File: config.mk
export PLATFORM = sky130hd
export DESIGN_NAME = mem_port_arbiter
export DESIGN_NICKNAME = d
export VERILOG_FILES = /design/src/rtl/mem_port_arbiter.sv
export SDC_FILE = /design/constraint.sdc
export NUM_CORES = 1
export LEC_CHECK = 0
export BUFFER_PORTS_ARGS = -buffer_cell sky130_fd_sc_hd__buf_4
export CAP_MARGIN = 5
export CORE_AREA = 2 2 101 103
export DETAILED_ROUTE_END_ITERATION = 6
export DIE_AREA = 0 0 103 105
export PLACE_DENSITY = 0.73
export SYNTH_ARGS = -nofsm -noshare
export SYNTH_HDL_FRONTEND = slang
export SYNTH_SLANG_ARGS = --single-unit
export TNS_END_PERCENT = 1
File: constraint.sdc
create_clock -name clk -period 2 [get_ports clk]
set_input_delay 0.4 -clock clk [delete_from_list [all_inputs] [get_ports clk]]
set_output_delay 0.4 -clock clk [all_outputs]
set_load 0.005 [all_outputs]
File: src/rtl/mem_port_arbiter.sv
// Arbitrates the core's fetch and data ports onto one single-port synchronous memory.
// The data port wins conflicts unless fetch has been denied STARVE_MAX cycles in a row.
module mem_port_arbiter #(
  parameter int unsigned AW         = 17,
  parameter int unsigned DW         = 32,
  parameter int unsigned STARVE_MAX = 3
) (
  input  logic          clk,
  input  logic          rst,
  input  logic          halt,
  input  logic          i_req,
  input  logic [AW-1:0] i_addr,
  output logic          i_gnt,
  output logic          i_rvalid,
  output logic [DW-1:0] i_rdata,
  input  logic          d_req,
  input  logic          d_we,
  input  logic [2:0]    d_width,
  input  logic [AW-1:0] d_addr,
  input  logic [DW-1:0] d_wdata,
  output logic          d_gnt,
  output logic          d_rvalid,
  output logic [DW-1:0] d_rdata,
  output logic [AW-1:0] m_addr,
  output logic [2:0]    m_width,
  output logic          m_we,
  output logic [DW-1:0] m_wdata,
  input  logic [DW-1:0] m_rdata,
  output logic [31:0]   conflicts
);

  localparam int unsigned   SW         = (STARVE_MAX > 0) ? $clog2(STARVE_MAX + 1) : 1;
  localparam logic [SW-1:0] STARVE_LIM = SW'(STARVE_MAX);

  typedef enum logic [1:0] {
    OWN_NONE  = 2'd0,
    OWN_INSTR = 2'd1,
    OWN_DATA  = 2'd2
  } owner_e;

  owner_e        owner_r;
  logic [SW-1:0] starve_cnt_r;
  logic [31:0]   conflicts_r;
  logic          i_gnt_s;
  logic          d_gnt_s;
  logic          i_rvalid_s;
  logic          d_rvalid_s;

  // Same-cycle grant decision; a starved fetch overrides the data priority.
  always_comb begin
    i_gnt_s = 1'b0;
    d_gnt_s = 1'b0;
    if (!rst || halt) begin
      i_gnt_s = 1'b0;
      d_gnt_s = 1'b0;
    end else if (i_req && d_req) begin
      if (starve_cnt_r == STARVE_LIM) begin
        i_gnt_s = 1'b1;
      end else begin
        d_gnt_s = 1'b1;
      end
    end else if (i_req) begin
      i_gnt_s = 1'b1;
    end else if (d_req) begin
      d_gnt_s = 1'b1;
    end else begin
      i_gnt_s = 1'b0;
      d_gnt_s = 1'b0;
    end
  end

  // Memory-side mux; an idle cycle parks the address on the fetch port.
  always_comb begin
    m_addr  = i_addr;
    m_width = 3'b010;
    m_we    = 1'b0;
    m_wdata = d_wdata;
    if (d_gnt_s) begin
      m_addr  = d_addr;
      m_width = d_width;
      m_we    = d_we;
    end else begin
      m_addr  = i_addr;
      m_width = 3'b010;
      m_we    = 1'b0;
    end
  end

  // Owner tracking, fetch starvation counter and conflict statistics.
  always_ff @(posedge clk or negedge rst) begin
    if (!rst) begin
      owner_r      <= OWN_NONE;
      starve_cnt_r <= {SW{1'b0}};
      conflicts_r  <= 32'd0;
    end else begin
      if (i_gnt_s) begin
        owner_r <= OWN_INSTR;
      end else if (d_gnt_s) begin
        owner_r <= OWN_DATA;
      end else begin
        owner_r <= OWN_NONE;
      end

      // halt freezes the count so a frozen pipeline cannot build up fetch priority
      if (halt) begin
        starve_cnt_r <= starve_cnt_r;
      end else if (i_gnt_s || !i_req) begin
        starve_cnt_r <= {SW{1'b0}};
      end else if (starve_cnt_r != STARVE_LIM) begin
        starve_cnt_r <= starve_cnt_r + SW'(1);
      end else begin
        starve_cnt_r <= starve_cnt_r;
      end

      if (i_req && d_req && !halt) begin
        conflicts_r <= conflicts_r + 32'd1;
      end else begin
        conflicts_r <= conflicts_r;
      end
    end
  end

  // Response routing follows the owner of the previous cycle's access.
  always_comb begin
    i_rvalid_s = 1'b0;
    d_rvalid_s = 1'b0;
    case (owner_r)
      OWN_INSTR: i_rvalid_s = 1'b1;
      OWN_DATA:  d_rvalid_s = 1'b1;
      default: begin
        i_rvalid_s = 1'b0;
        d_rvalid_s = 1'b0;
      end
    endcase
  end

  assign i_gnt     = i_gnt_s;
  assign d_gnt     = d_gnt_s;
  assign i_rvalid  = i_rvalid_s;
  assign d_rvalid  = d_rvalid_s;
  assign i_rdata   = m_rdata;
  assign d_rdata   = m_rdata;
  assign conflicts = conflicts_r;

endmodule

==> results of run 1 <==
cell type report:
type                            instances  area, µm²  area share, %
Multi-Input combinational cell        123        977           32.5
Tap cell                              133        166           5.53
Clock buffer                            7       86.3           2.87
Sequential cell                        36        901           30.0
Timing Repair Buffer                  111        858           28.5
Inverter                                3       11.3          0.374
Clock inverter                          1       7.51          0.250
report_power, final:
group	switching [µW]	internal [µW]
clock	266	280
combinational	171	261
sequential	85.2	794
flip-flops by register name, indices dropped and copies added (netlist names):
register      count
starve_cnt_r      2
conflicts        32
owner_r           2
cell families after synthesis:
kind of cell	Yosys count	share of synthesized area [%]
xor+xnor	31	10.4
mux	18	7.74
fa+ha+maj	2	0.956
compound gates	8	2.53
simple gates	64	14.8
buf+inv	105	29.2
flops	36	34.4
timing repair:
item | 4_1_cts | 5_1_grt
endpoints found under the setup margin | 20 | 21
cloned | 0 | 0
pin swaps | 0 | 0
buffers inserted | 0 | 0
gates resized for setup | 2 | 2
synth_stat cells:
cell type / count / area, µm²
nand4b_1: 1 / 8.76
ha_1: 2 / 25.0
a211oi_1: 1 / 7.51
a22o_1: 3 / 26.3
nor4_4: 1 / 21.3
nand4_1: 12 / 75.1
a32o_1: 1 / 10.0
nor2_1: 6 / 22.5
nor3_1: 1 / 5.00
and3_1: 7 / 43.8
dfrtp_1: 36 / 901
nand2b_1: 1 / 6.26
buf_4: 97 / 728
nor4_1: 1 / 6.26
inv_1: 3 / 11.3
nor3_2: 1 / 10.0
clkbuf_1: 1 / 3.75
nand3b_1: 1 / 7.51
xor2_1: 4 / 35.0
a211oi_2: 1 / 12.5
nand3_1: 15 / 75.1
nand2_1: 9 / 33.8
xnor2_1: 27 / 236
nor4_2: 1 / 12.5
nor2b_1: 2 / 12.5
and4_1: 1 / 8.76
a21oi_1: 2 / 10.0
nand3b_4: 1 / 20.0
mux2_2: 18 / 203
and2_1: 3 / 18.8
buf_2: 4 / 20.0
critical path, cell delays in order (launching register included):
cell,delay [ps]
dfrtp_1,430
ha_4,200
a211oi_4,250
buf_12,200
mux2_2,350
buf_4,140
final timing paths:
kind,end
min in group clk,owner_r[1]
max,m_addr[11]
max reg2reg,conflicts[16]
max in group asynchronous,conflicts[3]
min reg2reg,conflicts[31]
min,conflicts[9]
layer usage:
layer | global-route usage [%] | part of all wire, % | routed length (µm) | vias up
met2 | 22.0 | 54 | 3590 | 126
met1 | 12.3 | 35 | 2350 | 840
met4 | 3.57 | 2.3 | 155 | 0
met3 | 3.61 | 9.1 | 612 | 17
li1 | - | - | - | 824
met5 | 0 | 0 | 0 | -
per-stage QoR:
stage               setup TNS, ps  utilization (%)  power, µW  instances  hold WS [ps]
global route                -5410             31.2       1980        414           108
detailed placement              0             30.0       1320        406           413
CTS                         -3730             31.1       1880        414          97.9
finish                      -4030             31.2       1860        414          94.2
global placement                0             30.0       1310        406           409
floorplan                       0                -       1190        264           104
==> flow_summary_export.csv, run 1 <==
group,metric,value,unit
routing,wl,6.71,mm
sta,period_share,112,%
critical_path,arrival,1850,ps
placement,place.gp.congestion,0.760,
yosys,syn_inst,264,
sta,setup_ws,-247,ps
placement,dpl.hpwl,5.44,mm
floorplanning,die_y,105,µm
critical_path,crit_path_max_fanout,22,
floorplanning,rows,36,
finish,syn_to_final_growth,14.9,%
finish,fillers,1028,
finish,stdcell_area,0.00301,mm²
finish,fin_nets,389,
routing,ant_nets,0,
placement,placed_area,0.00289,mm²
yosys,ys_seq_elements,36,
routing,drt_iter0_drc,28,
sta,final.setup_skew,11.5,ps
routing,drc_errors,0,
finish,diodes,0,
grt,grtUsageTotal,11.8,%
critical_path,critical_path_class,"register to output port",
outcome,violations,"negative setup slack",
yosys,syn-num-nets,373,
sta,maxSlewHeadroom,78.9,%
grt,antenna_found_initial,0,
floorplanning,ios,260,
finish,drive_gt1_share,50.5,%
cts,cts-root-buf,"clkbuf_8",
power_and_ir_drop,power_density,617,mW/mm²
critical_path,r2r-start,"conflicts[0]",
critical_path,cp-startpoint,"starve_cnt_r[1]",
placement,numPortBuffers,99,
finish,final_cell_mix,"buf_4 (109), dfrtp_1 (36), xnor2_1 (27)",
power_and_ir_drop,leakage,0.00142,µW
sta,min_period,2250,ps
grt,gr-total-overflow,0,
cts,clockBufferDepth,2,
critical_path,worst_r2r_path_depth,6,
critical_path,cp-start-kind,"register",
critical_path,worstSetupEndpointType,"output port",
routing,vias,1807,
job,maxCapViolCount,0,
grt,grt_pass1_vias,1863,
sta,fmax,445,MHz
grt,grt_start_max_net_pins,25,
cts,postCtsHoldBufs,0,
cts,cts-buffers-inserted,5,
critical_path,cp.required,1600,ps
yosys,synth_seq_area_share,34.4,%
worst_hold_path,hp-class,"input port to asynchronous set/reset pin",
cts,clock_sinks,36,
yosys,syn_area,0.00262,mm²
outcome,status,"finished, violations left",
floorplanning,start_util,27.2,%
cts,clkLatencyLatePin,290,ps
sta,hold_viol,0,
yosys,syn_area_per_cell,9.91,µm²
yosys,ys_warn_count,0,
placement,dp_slack,41.3,ps
floorplanning,coreArea,0.00964,mm²
sta,final_max_slew_viol_count,0,
routing,routedWlPerCell,16.2,µm
yosys,ys_types,31,
power_and_ir_drop,ir_worst_vdd,0.000289,V
routing,dr.pass1.iters,4,
cts,clkSlewWorstSetupHoldPaths,80,ps
critical_path,r2r_slack,400,ps
cts,htree_levels,2,
sta,setup_viol,18,
floorplanning,die-area,0.0108,mm²
cts,cts_tree,"built",
grt,grt_pass1_wl,9.83,mm
sta,rsz0062_at_grt,"yes",
sta,worst_pin_slew,317,ps
floorplanning,die_w,103,µm
routing,vias_per_cell,4.36,
finish,layout_commonest_cell,"buf_4",
Power figures use the tool's default switching activity.
==> run 2: changes to the inputs <==
--- a/config.mk
+++ b/config.mk
@@ -10,7 +10,7 @@
 export CORE_AREA = 2 2 101 103
 export DETAILED_ROUTE_END_ITERATION = 6
 export DIE_AREA = 0 0 103 105
-export PLACE_DENSITY = 0.73
+export PLACE_DENSITY = 0.7
 export SYNTH_ARGS = -nofsm -noshare
 export SYNTH_HDL_FRONTEND = slang
 export SYNTH_SLANG_ARGS = --single-unit
==> constraint.sdc (replaced) <==
create_clock -name clk -period 2.7 [get_ports clk]
set_input_delay 0.54 -clock clk [delete_from_list [all_inputs] [get_ports clk]]
set_output_delay 0.54 -clock clk [all_outputs]
set_load 0.005 [all_outputs]
==> run 2 against run 1 <==
Effect of this change: sequential cell count stayed put; non-clock buffer count decreased by 6; die area unchanged; final area shrank 3.3%; critical path type unchanged; highest routed layer unchanged; clock power down 31%; setup slack improved by 440 ps; core utilization decreased by 1.0 points; the flow now finishes without violations.
==> flow_summary_export.csv, run 2 (synthesized netlist as in run 1, its figures left out) <==
group,metric,value,unit
outcome,status,"complete, no violations",
critical_path,arrival,1970,ps
worst_hold_path,hp-class,"input port to asynchronous set/reset pin",
sta,min_period,2510,ps
job,maxCapViolCount,0,
critical_path,worstSetupEndpointType,"output port",
routing,routedWlPerCell,15.5,µm
finish,final_cell_mix,"buf_4 (105), dfrtp_1 (36), xnor2_1 (27)",
routing,route.met2.wl,3.40,mm
floorplanning,start_util,27.2,%
floorplanning,die_w,103,µm
cts,clockBufferDepth,2,
power_and_ir_drop,p_total,1330,µW
routing,wl_met1,2.31,mm
sta,tns,0,ps
placement,place.gp.congestion,0.793,
cts,post_cts_buffers,0,
power_and_ir_drop,power_density,457,mW/mm²
grt,grtUsageTotal,11.4,%
floorplanning,rows,36,
critical_path,r2r-start,"conflicts[0]",
cts,cts-buffers-inserted,5,
routing,drt_iter0_drc,48,
finish,largest_reg_flops,32,
sta,worst_pin_slew,298,ps
floorplanning,coreArea,0.00964,mm²
sta,setup_viol,0,
finish,diodes,0,
sta,final_max_slew_viol_count,0,
critical_path,crit_path_max_fanout,22,
routing,wl,6.33,mm
routing,vias,1749,
sta,maxSlewHeadroom,80.0,%
floorplanning,ios,260,
sta,period_share,92.9,%
grt,gr-total-overflow,0,
critical_path,critical_path_class,"register to output port",
floorplanning,die_y,105,µm
cts,clkSlewWorstSetupHoldPaths,70,ps
finish,fin_nets,383,
grt,grt_pass1_wl,9.57,mm
finish,layout_commonest_cell,"buf_4",
finish,stdcell_count,408,
grt,grt_pass1_vias,1791,
sta,rsz0062_at_grt,"no",
placement,numPortBuffers,99,
cts,cts.repair.resized,0,
critical_path,cp-start-kind,"register",
power_and_ir_drop,leakage,0.00139,µW
routing,drc_errors,0,
placement,dpl.hpwl,5.22,mm
routing,top_layer,"met4",
cts,clkLatencyLatePin,280,ps
critical_path,cp.required,2160,ps
floorplanning,die-area,0.0108,mm²
power_and_ir_drop,ir_worst_vdd,0.000317,V
routing,ant_nets,0,
sta,final.setup_skew,5.50,ps
cts,clock_sinks,36,
finish,stdcell_area,0.00291,mm²
placement,placed_cells,400,
cts,cts_tree,"built",
routing,vias_per_cell,4.29,
routing,dr.pass1.iters,4,
sta,fmax,399,MHz
cts,cts-root-buf,"clkbuf_8",
critical_path,cp-startpoint,"starve_cnt_r[0]",
finish,drive_gt1_share,49.5,%
grt,grt_start_max_net_pins,23,
grt,antenna_found_initial,0,
finish,syn_to_final_growth,11.1,%
sta,hold_viol,0,
cts,postCtsHoldBufs,0,
placement,placed_area,0.00282,mm²
routing,dr_wl_met3,533,µm
cts,htree_levels,2,
run 2: worst paths after layout:
| check | cells past startpoint | slack, ps | to |
|---|---|---|---|
| setup / recovery | 5 | 190 | m_addr[8] |
| hold / removal | 2 | 250 | conflicts[26] |
| setup reg to reg | 6 | 1090 | conflicts[22] |
| hold reg to reg | 1 | 500 | conflicts[6] |
| max in group asynchronous | 2 | 2240 | conflicts[21] |
| min in group clk | 2 | 490 | owner_r[1] |
run 2: critical path, cell delays in order, from the launching register on:
cell	delay, ps
dfrtp_1	420
ha_1	270
a211oi_2	190
buf_4	300
mux2_2	370
buf_4	140
run 2: metal layers:
| layer | GRT usage (%) | vias up |
|---|---|---|
| li1 | - | 811 |
| met1 | 12.2 | 822 |
| met2 | 21.0 | 102 |
| met3 | 3.61 | 14 |
| met4 | 3.38 | 0 |
| met5 | 0 | - |
run 2: metrics by stage:
stage | utilization, % | hold WS [ps] | worst slack [ps]
after floorplan | - | 244 | 651
after global placement | 29.3 | 468 | 481
after detailed placement | 29.3 | 483 | 452
after CTS | 30.2 | 250 | 173
after global routing | 30.2 | 258 | 67.8
final | 30.2 | 255 | 192
run 2: power by group:
| part | leakage [µW] | internal [µW] | switching, µW |
|---|---|---|---|
| logic | 0.000850 | 183 | 116 |
| registers | 0.000487 | 588 | 63.3 |
| clock network | 0.0000479 | 180 | 198 |
| total | 0.00139 | 951 | 378 |
run 2: final cells by class:
type                            instances  area [µm²]
Fill cell                            1007        6730
Multi-Input combinational cell        123         953
Timing Repair Buffer                  105         788
Clock buffer                            5        68.8
Tap cell                              133         166
Sequential cell                        36         901
Inverter                                3        11.3
Clock inverter                          3        18.8
==> run 3: changes to the inputs <==
--- a/config.mk
+++ b/config.mk
@@ -10,7 +10,7 @@
 export CORE_AREA = 2 2 101 103
 export DETAILED_ROUTE_END_ITERATION = 6
 export DIE_AREA = 0 0 103 105
-export PLACE_DENSITY = 0.7
+export PLACE_DENSITY = 0.73
 export SYNTH_ARGS = -nofsm -noshare
 export SYNTH_HDL_FRONTEND = slang
 export SYNTH_SLANG_ARGS = --single-unit
==> constraint.sdc (replaced) <==
create_clock -name clk -period 2.03 [get_ports clk]
set_input_delay 0.203 -clock clk [delete_from_list [all_inputs] [get_ports clk]]
set_output_delay 0.203 -clock clk [all_outputs]
set_load 0.005 [all_outputs]
==> run 3 against run 2 <==
Effect of this change: the flow now finishes with violations (negative setup slack); final cell count increased by 2.5%; first-iteration DRC count increased by 6.3%; sequential share of layout area decreased by 3.0 points; count of clock-buffer cells in the layout unchanged; setup slack got worse by 230 ps; sequential power increased by 32%; clock power increased by 75%; critical path depth increased by 1; register-to-register slack got worse by 670 ps; combinational power increased by 60%; critical path type unchanged; largest cell class unchanged.
==> flow_summary_export.csv, run 3 (synthesized netlist as in run 1, its figures left out) <==
group,metric,value,unit
sta,worst_pin_slew,413,ps
routing,drc_errors,0,
placement,dp_slack,207,ps
outcome,violations,"negative setup slack",
placement,numPortBuffers,99,
critical_path,crit_path_max_fanout,6,
sta,rsz0062_at_grt,"yes",
grt,grtUsageTotal,12.7,%
finish,diodes,0,
critical_path,cp-start-kind,"register",
finish,layout_commonest_cell,"buf_4",
cts,clock_sinks,36,
grt,gr-total-overflow,0,
routing,drt_iter0_drc,51,
power_and_ir_drop,ir_worst_vdd,0.000372,V
critical_path,r2r-end,"conflicts[14]",
cts,htree_levels,2,
placement,dpl.hpwl,5.15,mm
floorplanning,die-area,0.0108,mm²
finish,fin_nets,393,
routing,vias,1822,
sta,final.setup_skew,7.33,ps
critical_path,arrival,1860,ps
grt,grt_start_max_net_pins,33,
sta,fmax,484,MHz
finish,largest_reg_flops,32,
grt,antenna_found_initial,0,
cts,cts-root-buf,"clkbuf_8",
floorplanning,coreArea,0.00964,mm²
sta,min_period,2060,ps
cts,cts-buffers-inserted,5,
sta,period_share,102,%
finish,final_cell_mix,"buf_4 (91), dfrtp_1 (36), xnor2_1 (27)",
critical_path,cp.required,1830,ps
power_and_ir_drop,leakage,0.00154,µW
sta,whs,7.12,ps
floorplanning,die_w,103,µm
routing,vias_per_cell,4.36,
grt,grt_pass1_vias,1866,
outcome,status,"finished, violations left",
worst_hold_path,hp-class,"input port to asynchronous set/reset pin",
sta,hold_viol,0,
floorplanning,die_y,105,µm
sta,setup_viol,17,
finish,syn_to_final_growth,23.2,%
critical_path,critical_path_class,"register to output port",
sta,setup_ws,-34.2,ps
power_and_ir_drop,power_density,620,mW/mm²
placement,place.gp.congestion,0.748,
routing,routedWlPerCell,16.5,µm
sta,final_max_slew_viol_count,0,
floorplanning,start_util,27.2,%
critical_path,r2r-start,"conflicts[1]",
routing,dr.pass1.iters,4,
critical_path,worst_r2r_path_depth,6,
job,maxCapViolCount,0,
finish,drive_gt1_share,51.2,%
finish,fin_util,33.5,%
floorplanning,ios,260,
critical_path,worstSetupEndpointType,"output port",
cts,cts_tree,"built",
floorplanning,rows,36,
critical_path,r2r_slack,420,ps
cts,clkSlewWorstSetupHoldPaths,90,ps
sta,maxSlewHeadroom,72.5,%
placement,placed_area,0.00283,mm²
cts,clockBufferDepth,2,
routing,wl,6.91,mm
finish,stdcell_area,0.00322,mm²
routing,ant_nets,0,
cts,clkLatencyLatePin,290,ps
grt,grt_pass1_wl,10.5,mm
## run 3: metal layers
metal / track usage [%] / routed length [µm] / vias up
met5: 0 / 0 / -
met4: 1.79 / 46 / 0
met3: 3.95 / 620 / 13
met2: 24.0 / 3840 / 124
met1: 13.8 / 2400 / 851
li1: - / - / 834
## run 3: how the worst max path moves through the flow
stage	endpoint	cells after the start	slack, ps	startpoint
after CTS	m_addr[5]	6	-50	starve_cnt_r[1]
after global placement	m_addr[3]	5	260	starve_cnt_r[0]
final	m_addr[5]	6	-30	starve_cnt_r[1]
after global routing	m_addr[5]	6	-90	starve_cnt_r[1]
after floorplan	m_addr[10]	4	320	starve_cnt_r[0]
after detailed placement	m_addr[5]	5	210	starve_cnt_r[0]
## run 3: per-stage QoR
step	TNS [ps]	std cells	power, µW
finish	-330	418	2000
global route	-1300	418	2120
CTS	-538	416	2020
floorplan	0	264	1170
global placement	0	399	1270
detailed placement	0	399	1280
## run 3: cell type report
| type | instances | area, µm² |
|---|---|---|
| clock buffers | 5 | 68.8 |
| inverters | 3 | 11.3 |
| clock inverters | 3 | 46.3 |
| multi-input cells | 123 | 1040 |
| fillers | 1008 | 6410 |
| flip-flops and latches | 36 | 901 |
| well taps | 133 | 166 |
| repair buffers | 115 | 993 |
## run 3: worst max-delay path, stage by stage (launching register included)
cell,delay (ps)
dfrtp_1,420
ha_4,180
a211oi_4,250
buf_6,170
buf_12,130
mux2_4,310
buf_6,120
## run 3: report_power, final
part / switching [µW] / total [µW] / internal, µW
logic: 178 / 478 / 299
registers: 78.9 / 861 / 782
clock network: 290 / 661 / 370
total: 548 / 2000 / 1450
## run 3: repair_timing
| item | CTS | global route |
|---|---|---|
| hold buffers | 1 | 0 |
| gates cloned | 2 | 0 |
| buffers inserted | 6 | 2 |
| gates resized for setup | 41 | 1 |
| pin swaps | 2 | 2 |
| hold endpoints to repair | 4 | 0 |
| endpoints found under the setup margin | 17 | 21 |
